<file path="src/rtl/unit_clause_eliminator_if.sv">
// Bus bundle for the unit-clause eliminator: load/delete enables in,
// clause register and priority-encoder status out.
interface unit_clause_eliminator_if #(
  parameter int W  = 8,
  parameter int IW = $clog2(W)
);
  logic          w_en;
  logic [W-1:0]  wd;
  logic          rw_en;
  logic [W-1:0]  unit_clause;
  logic [IW-1:0] pe_out;
  logic          pe_valid;
  logic          empty;

  modport master (
    output w_en, wd, rw_en,
    input  unit_clause, pe_out, pe_valid, empty
  );

  modport slave (
    input  w_en, wd, rw_en,
    output unit_clause, pe_out, pe_valid, empty
  );
endinterface

</file>
<file path="src/rtl/unit_clause_eliminator.sv">
// Unit-clause register with MSB-priority selection; each delete clears the
// highest set variable, giving one elimination per cycle.
module unit_clause_eliminator #(
  parameter int W  = 8,
  parameter int IW = $clog2(W)
) (
  input logic                     clk,
  input logic                     rst,
  unit_clause_eliminator_if.slave bus
);

  logic [W-1:0]  r_clause;
  logic [IW-1:0] w_pe;
  logic          w_valid;
  logic [W-1:0]  w_clr_mask;

  // Ascending scan so the last hit, i.e. the highest set bit, wins.
  always_comb begin
    w_pe = '0;
    for (int unsigned i = 0; i < W; i++) begin
      if (r_clause[i]) begin
        w_pe = IW'(i);
      end
    end
  end

  assign w_valid    = |r_clause;
  assign w_clr_mask = w_valid ? (W'(1) << w_pe) : '0;

  always_ff @(posedge clk) begin
    if (rst) begin
      r_clause <= '0;
    end else if (bus.w_en) begin
      r_clause <= bus.wd;
    end else if (bus.rw_en) begin
      r_clause <= r_clause & ~w_clr_mask;
    end
  end

  assign bus.unit_clause = r_clause;
  assign bus.pe_out      = w_pe;
  assign bus.pe_valid    = w_valid;
  assign bus.empty       = ~w_valid;

endmodule

</file>
<file path="src/flat_wrapper.sv">
// flat-port wrapper written by rule: the top's interface ports become plain ports
module unit_clause_eliminator_flat 
#(
  parameter int W  = 8,
  parameter int IW = $clog2(W)
)
  (clk, rst, bus_w_en, bus_wd, bus_rw_en, bus_unit_clause, bus_pe_out, bus_pe_valid, bus_empty);
  unit_clause_eliminator_if #(.W(W), .IW(IW)) bus_i ();
  input logic clk;
  input logic rst;
  input wire logic [$bits(bus_i.w_en)-1:0] bus_w_en;
  input wire logic [$bits(bus_i.wd)-1:0] bus_wd;
  input wire logic [$bits(bus_i.rw_en)-1:0] bus_rw_en;
  output wire logic [$bits(bus_i.unit_clause)-1:0] bus_unit_clause;
  output wire logic [$bits(bus_i.pe_out)-1:0] bus_pe_out;
  output wire logic [$bits(bus_i.pe_valid)-1:0] bus_pe_valid;
  output wire logic [$bits(bus_i.empty)-1:0] bus_empty;
  assign bus_i.w_en = bus_w_en;
  assign bus_i.wd = bus_wd;
  assign bus_i.rw_en = bus_rw_en;
  assign bus_unit_clause = bus_i.unit_clause;
  assign bus_pe_out = bus_i.pe_out;
  assign bus_pe_valid = bus_i.pe_valid;
  assign bus_empty = bus_i.empty;
  unit_clause_eliminator #(.W(W), .IW(IW)) u_core (.clk(clk), .rst(rst), .bus(bus_i));
endmodule
</file>
<file path="config.mk">
export PLATFORM = sky130hd
export DESIGN_NAME = unit_clause_eliminator_flat
export DESIGN_NICKNAME = d
export VERILOG_FILES = /design/src/rtl/unit_clause_eliminator_if.sv /design/src/rtl/unit_clause_eliminator.sv /design/src/flat_wrapper.sv
export SDC_FILE = /design/constraint.sdc
export NUM_CORES = 1
export LEC_CHECK = 0
export ABC_AREA = 1
export CAP_MARGIN = 25
export CELL_PAD_IN_SITES_DETAIL_PLACEMENT = 1
export CELL_PAD_IN_SITES_GLOBAL_PLACEMENT = 1
export CORE_AREA = 2 2 46 48
export DETAILED_ROUTE_END_ITERATION = 6
export DIE_AREA = 0 0 48 50
export PLACE_DENSITY_LB_ADDON = 0.1
export SLEW_MARGIN = 30
export SYNTH_ARGS = -nofsm -noshare
export SYNTH_HDL_FRONTEND = slang
export SYNTH_SLANG_ARGS = --single-unit
</file>
<file path="constraint.sdc">
create_clock -name clk -period 2.3 [get_ports clk]
set_clock_uncertainty 0.1 [all_clocks]
set_input_delay 0.23 -clock clk [delete_from_list [all_inputs] [get_ports clk]]
set_output_delay 0.23 -clock clk [all_outputs]
set_load 0.01 [all_outputs]
</file>
==> reports/results.ini, run 1 <==
[logic_synthesis]
ys_ff_latch=8
synth_top_area_share=0.334
async_reset_ff_frac=0
synth-main-ff-cell=dfxtp_1
yosysWarnings=0
synth_edf_count=0
synth_nets=84
synthTopCellsByArea=dfxtp_1, inv_1, nand2_1
synth.distinct_cells=17
synthCells=72
yosysTopAreaCell=dfxtp_1
syn_area_um2=479
syn_area_per_cell_um2=6.66
synth_seq_area_share=0.334

[placed_design]
post-place-cells=122
io_buffers=24
dp_hpwl_mm=1.09
place.gp.congestion=0.724

[setup_path]
critical-path-top-delay-family=buffers and inverters
worst_ep_arrival_time_ns=1.61
critical_path_class=reg -> out
crit_cells=4
slowest_stage=clkdlybuf4s50_1
crit_buf_inv=2
cp.required_ns=1.97
cp-end-kind=output pin
cp_cell_sequence=nor2_2, inv_1, nor3_1, clkdlybuf4s50_1
crit_fanout=3
ff2ff_path_depth=6
start_kind=register
max_stage_delay_ns=0.57

[layout]
drive_gt1_frac=0.133
nNetsFinal=112
diodes=0
area.growth.synth_to_final_pct=60.8
largest_reg_flops=8
finalNonFillerCells=125

[timing]
tightest_slew_ns=0.275
finalCriticalPeriod_ns=1.94
whs_ns=0.397
slew_violations=0
finalSetupViolCount=0
rsz0062_at_grt=no
fmax_ghz=0.515
tns_ns=0
min_period_over_period=0.845
final_hold_viol_count=0
relSlewSlack=0.816

[routing]
remaining_drc_errors=0
wirelength_mm=1.27
drt.antenna.violating_nets=0
dr.pass1.iters=4
via_per_inst=4.25
num_vias=531
wl_per_cell_um=10.2
first_iter_violations=5

[clock_tree]
insertion_delay_ns=0.25
ctsRootBufferMaster=clkbuf_4
cts_made_buffers=3
clock_sinks=8
cts_setup_buffers=0
htreeDepth=1
clk_pin_slew_ns=0.06
cts_resized=0
clock_tree.buffer_depth=2
ctsHoldBuffers=0
cts_tree=yes

[global_route]
grt_pass1_wl_mm=2.14
grt_max_degree=12
grt_antenna_before_repair=0
grt_pass1_vias=474
grt_usage=0.128
grt_overflow=0

[floorplanning]
die_area_um2=2400
die_w_um=48
core_area_um2=1900
fp-row-count=16
die_h_um=50
pin_count=25
start_util=0.252

[power]
power.switching_w=0.000122
power.internal_w=0.000279
combPwrFrac=0.331
leakage_nw=0.320
switching_share=0.304
p_per_area_nw_per_um2=519
vdd_drop_max_uv=230
seq_power_share=0.391
p_clk_frac=0.277

[min_path]
min_path_cells=2
min_path_type=reg -> reg

[status]
status=finished, final reports clean

[run]
drv_cap=0

power groups by stage:
stage	registers (W)	clock network (W)	logic [W]
floorplan	0.000163	0	0.0000609
finish	0.000157	0.000111	0.000133
detailed placement	0.000160	0	0.000134
global route	0.000158	0.000130	0.000148
CTS	0.000157	0.000118	0.000135
global placement	0.000160	0	0.000134
cells in the final DEF (no fill, tap or decap):
cell,synthesis,final
o21bai_1,2,2
o21ai_0,9,9
nor2_2,2,2
clkbuf_4,0,3
a21oi_1,6,6
nand3_2,1,1
nor3b_2,1,1
nand3_1,1,1
nor2_4,1,1
nand4_2,1,1
nor2_1,6,6
inv_1,14,14
nand2_1,14,14
nand2_2,3,3
dfxtp_1,8,8
a21oi_2,1,1
clkdlybuf4s50_1,0,24
nor3_1,1,1
worst min-delay path, cell delays in order (launching register included):
cell	delay [ns]
dfxtp_1	0.32
o21ai_0	0.08
a21oi_1	0.06
per-stage QoR:
| step | worst slack, ns | instance area, um2 | util | total power [W] |
|---|---|---|---|---|
| global route | 0.210 | 771 | 0.405 | 0.000437 |
| CTS | 0.328 | 771 | 0.405 | 0.000410 |
| floorplan | 0.848 | 479 | - | 0.000224 |
| detailed placement | 0.615 | 748 | 0.393 | 0.000295 |
| global placement | 0.634 | 748 | 0.393 | 0.000293 |
| finish | 0.357 | 771 | 0.405 | 0.000400 |
synthesized netlist by cell type, types with 2 or more instances:
master and count:
a21oi_1 6, o21bai_1 2, nand2_2 3, inv_1 14, nor2_1 6, o21ai_0 9
dfxtp_1 8, nand2_1 14, nor2_2 2
cells by family (layout without fill, tap and decap cells):
family | Yosys count | in the layout | synth area share
AOI/OAI and AO/OA | 18 | 18 | 0.206
DFF | 8 | 8 | 0.334
and+or+nand+nor | 31 | 31 | 0.339
buffers and inverters | 15 | 41 | 0.120
routing by layer:
| layer | global-route usage | vias up | wire length [um] |
|---|---|---|---|
| met5 | 0 | - | 0 |
| met4 | 0.0676 | 0 | 30 |
| met3 | 0.0330 | 4 | 54 |
| met2 | 0.178 | 16 | 589 |
| met1 | 0.176 | 233 | 597 |
| li1 | - | 278 | - |
layout make-up:
class | instances | area, um2
clock buffer | 3 | 22.5
fill | 258 | 1130
inverter | 14 | 52.6
multi-input combinational | 49 | 262
sequential | 8 | 160
tap | 27 | 33.8
timing repair buffer | 24 | 240
path summary, 6_finish.rpt:
| kind | slack (ns) | end | from |
|---|---|---|---|
| worst max-delay path | 0.36 | bus_empty | u_core.bus.unit_clause[2]$_SDFFE_PP0P_ |
| worst min-delay path | 0.40 | u_core.bus.unit_clause[6]$_SDFFE_PP0P_ | u_core.bus.unit_clause[6]$_SDFFE_PP0P_ |
| worst max register to register | 1.04 | u_core.bus.unit_clause[1]$_SDFFE_PP0P_ | u_core.bus.unit_clause[6]$_SDFFE_PP0P_ |
| worst min register to register | 0.40 | u_core.bus.unit_clause[6]$_SDFFE_PP0P_ | u_core.bus.unit_clause[6]$_SDFFE_PP0P_ |
Power figures use the tool's default switching activity.
==> run 2: changes to the inputs <==
--- a/config.mk
+++ b/config.mk
@@ -9,9 +9,9 @@
 export CAP_MARGIN = 25
 export CELL_PAD_IN_SITES_DETAIL_PLACEMENT = 1
 export CELL_PAD_IN_SITES_GLOBAL_PLACEMENT = 1
-export CORE_AREA = 2 2 46 48
+export CORE_AREA = 2 2 50 52
 export DETAILED_ROUTE_END_ITERATION = 6
-export DIE_AREA = 0 0 48 50
+export DIE_AREA = 0 0 52 54
 export PLACE_DENSITY_LB_ADDON = 0.1
 export SLEW_MARGIN = 30
 export SYNTH_ARGS = -nofsm -noshare
==> constraint.sdc (replaced) <==
create_clock -name clk -period 1.68 [get_ports clk]
set_clock_uncertainty 0.1 [all_clocks]
set_input_delay 0.168 -clock clk [delete_from_list [all_inputs] [get_ports clk]]
set_output_delay 0.168 -clock clk [all_outputs]
set_load 0.01 [all_outputs]
==> run 2 against run 1 <==
  * Critical path depth is the same
  * Die area rose by 17%
  * Critical path type unchanged
  * Largest power group unchanged
  * Via count unchanged
  * Hold slack got worse by 0.0071 ns
  * Register-to-register slack got worse by 0.68 ns
  * Flip-flop and latch count unchanged
  * Sequential share of layout area is essentially flat
==> reports/results.ini, run 2 (synthesis results as in run 1) <==
[placed_design]
pre_cts_ws_ns=0.0106  ; -0.605 ns
place.gp.congestion=0.733  ; +1.2%
io_buffers=24  ; unchanged
dp_hpwl_mm=1.18  ; +7.8%

[timing]
slew_violations=0  ; unchanged
finalCriticalPeriod_ns=1.60
finalSetupViolCount=0  ; unchanged
setup_ws_ns=0.0792  ; -0.277 ns
fmax_ghz=0.625
relSlewSlack=0.809  ; -0.00715
final_hold_viol_count=0  ; unchanged
tightest_slew_ns=0.286  ; +0.0107 ns
whs_ns=0.390  ; -0.00710 ns
min_period_over_period=0.953

[routing]
wirelength_mm=1.43  ; +12%
num_vias=531  ; unchanged
via_per_inst=4.05  ; -4.6%
first_iter_violations=4  ; -1
remaining_drc_errors=0  ; unchanged
drt.antenna.violating_nets=0  ; unchanged
dr.pass1.iters=3  ; -1
wl_per_cell_um=10.9  ; +7.3%

[clock_tree]
insertion_delay_ns=0.25  ; about the same
clock_sinks=8  ; unchanged
clk_pin_slew_ns=0.06  ; about the same
ctsRootBufferMaster=clkbuf_4
cts_setup_buffers=0  ; unchanged
htreeDepth=1  ; unchanged
cts_made_buffers=3  ; unchanged
clock_tree.buffer_depth=2  ; unchanged
ctsHoldBuffers=0  ; unchanged
cts_tree=yes

[global_route]
grt_pass1_wl_mm=2.42  ; +13%
met1_usage=0.162  ; -0.0140
grt_overflow=0  ; unchanged
use_met3=0.0278  ; -0.00519
top_usage_layer=met2
grt_antenna_before_repair=0  ; unchanged
use_met2=0.177  ; -0.000563
grt_usage=0.121  ; -0.00754
grt_pass1_vias=536  ; +13%
grt_max_degree=12  ; unchanged

[floorplanning]
pin_count=25  ; unchanged
die_h_um=54  ; +8.0%
fp-row-count=18  ; +2
core_area_um2=2320  ; +22%
die_w_um=52  ; +8.3%
die_area_um2=2810  ; +17%
start_util=0.207  ; -0.0454

[run]
drv_cap=0  ; unchanged

[layout]
drive_gt1_frac=0.228  ; +0.0951
diodes=0  ; unchanged
layout_common_cells=clkdlybuf4s50_1, inv_1, nand2_1, o21ai_0
num-fill-cells=293  ; +14%
largest_reg_flops=8  ; unchanged
final_common_cell=clkdlybuf4s50_1
area.growth.synth_to_final_pct=69.7
nNetsFinal=115  ; +2.7%

[power]
p_per_area_nw_per_um2=678  ; +31%
leakage_nw=0.346  ; +8.0%
vdd_drop_max_uv=348  ; +51%

[setup_path]
critical_path_class=reg -> out
crit_fanout=4  ; +1
cp-end-kind=output pin
cp.required_ns=1.41  ; -0.56 ns
start_kind=register
worst_ep_arrival_time_ns=1.33  ; -0.28 ns

[status]
status=finished, final reports clean

[min_path]
min_path_type=in -> reg

## run 2: cell count changes in the layout (fill, tap and decap cells not counted), sizes merged
| cell | change |
|---|---|
| clkdlybuf4s15 | +2 |
| dlygate4sd2 | +2 |
| clkdlybuf4s50 | -4 |
| buf | +3 |
## run 2: repair_timing
action,4_1_cts,5_1_grt
gates resized for setup,6,8
pin swaps,0,2
setup endpoints to repair,4,4
## run 2: routing by layer
metal / vias to the layer above / share of wire
met5: - / 0
li1: 284 / -
met1: 231 / 0.49
met4: 0 / 0.0077
met3: 2 / 0.048
met2: 14 / 0.45
## run 2: final cells by class
type                    count  area [um2]  share of cell area
multi-input cells          49         272               0.334
inverters                  14        52.6              0.0646
clock buffers               3        22.5              0.0277
repair buffers             27         260               0.320
flip-flops and latches      8         169               0.208
well taps                  30        37.5              0.0462
## run 2: stage by stage
| step | util | cell area, um2 | instances | TNS [ns] | power [W] |
|---|---|---|---|---|---|
| 5_1_grt | 0.351 | 813 | 131 | -0.00184 | 0.000601 |
| 2_1_floorplan | - | 479 | 72 | 0 | 0.000307 |
| 3_3_place_gp | 0.334 | 774 | 128 | 0 | 0.000411 |
| 3_5_place_dp | 0.334 | 774 | 128 | 0 | 0.000412 |
| 4_1_cts | 0.344 | 798 | 131 | 0 | 0.000561 |
| 6_report | 0.351 | 813 | 131 | 0 | 0.000552 |
## run 2: worst max-delay path, stage by stage (launching register included)
cell,delay (ns)
dfxtp_4,0.36
nor2_4,0.13
nand3_2,0.09
nor3_2,0.21
dlygate4sd2_1,0.29
## run 2: worst paths after layout
check	slack, ns	startpoint	to	cells after the start
setup / recovery	0.08	u_core.bus.unit_clause[5]$_SDFFE_PP0P_	bus_empty	4
hold / removal	0.39	bus_wd[3]	u_core.bus.unit_clause[3]$_SDFFE_PP0P_	3
setup reg to reg	0.36	u_core.bus.unit_clause[7]$_SDFFE_PP0P_	u_core.bus.unit_clause[0]$_SDFFE_PP0P_	7
hold reg to reg	0.41	u_core.bus.unit_clause[6]$_SDFFE_PP0P_	u_core.bus.unit_clause[6]$_SDFFE_PP0P_	2
## run 2: report_power, final
group | switching (W) | total, W | internal (W)
Clock | 0.0000664 | 0.000148 | 0.0000818
Sequential | 0.0000119 | 0.000215 | 0.000204
Combinational | 0.0000907 | 0.000188 | 0.0000972
Total | 0.000169 | 0.000552 | 0.000383
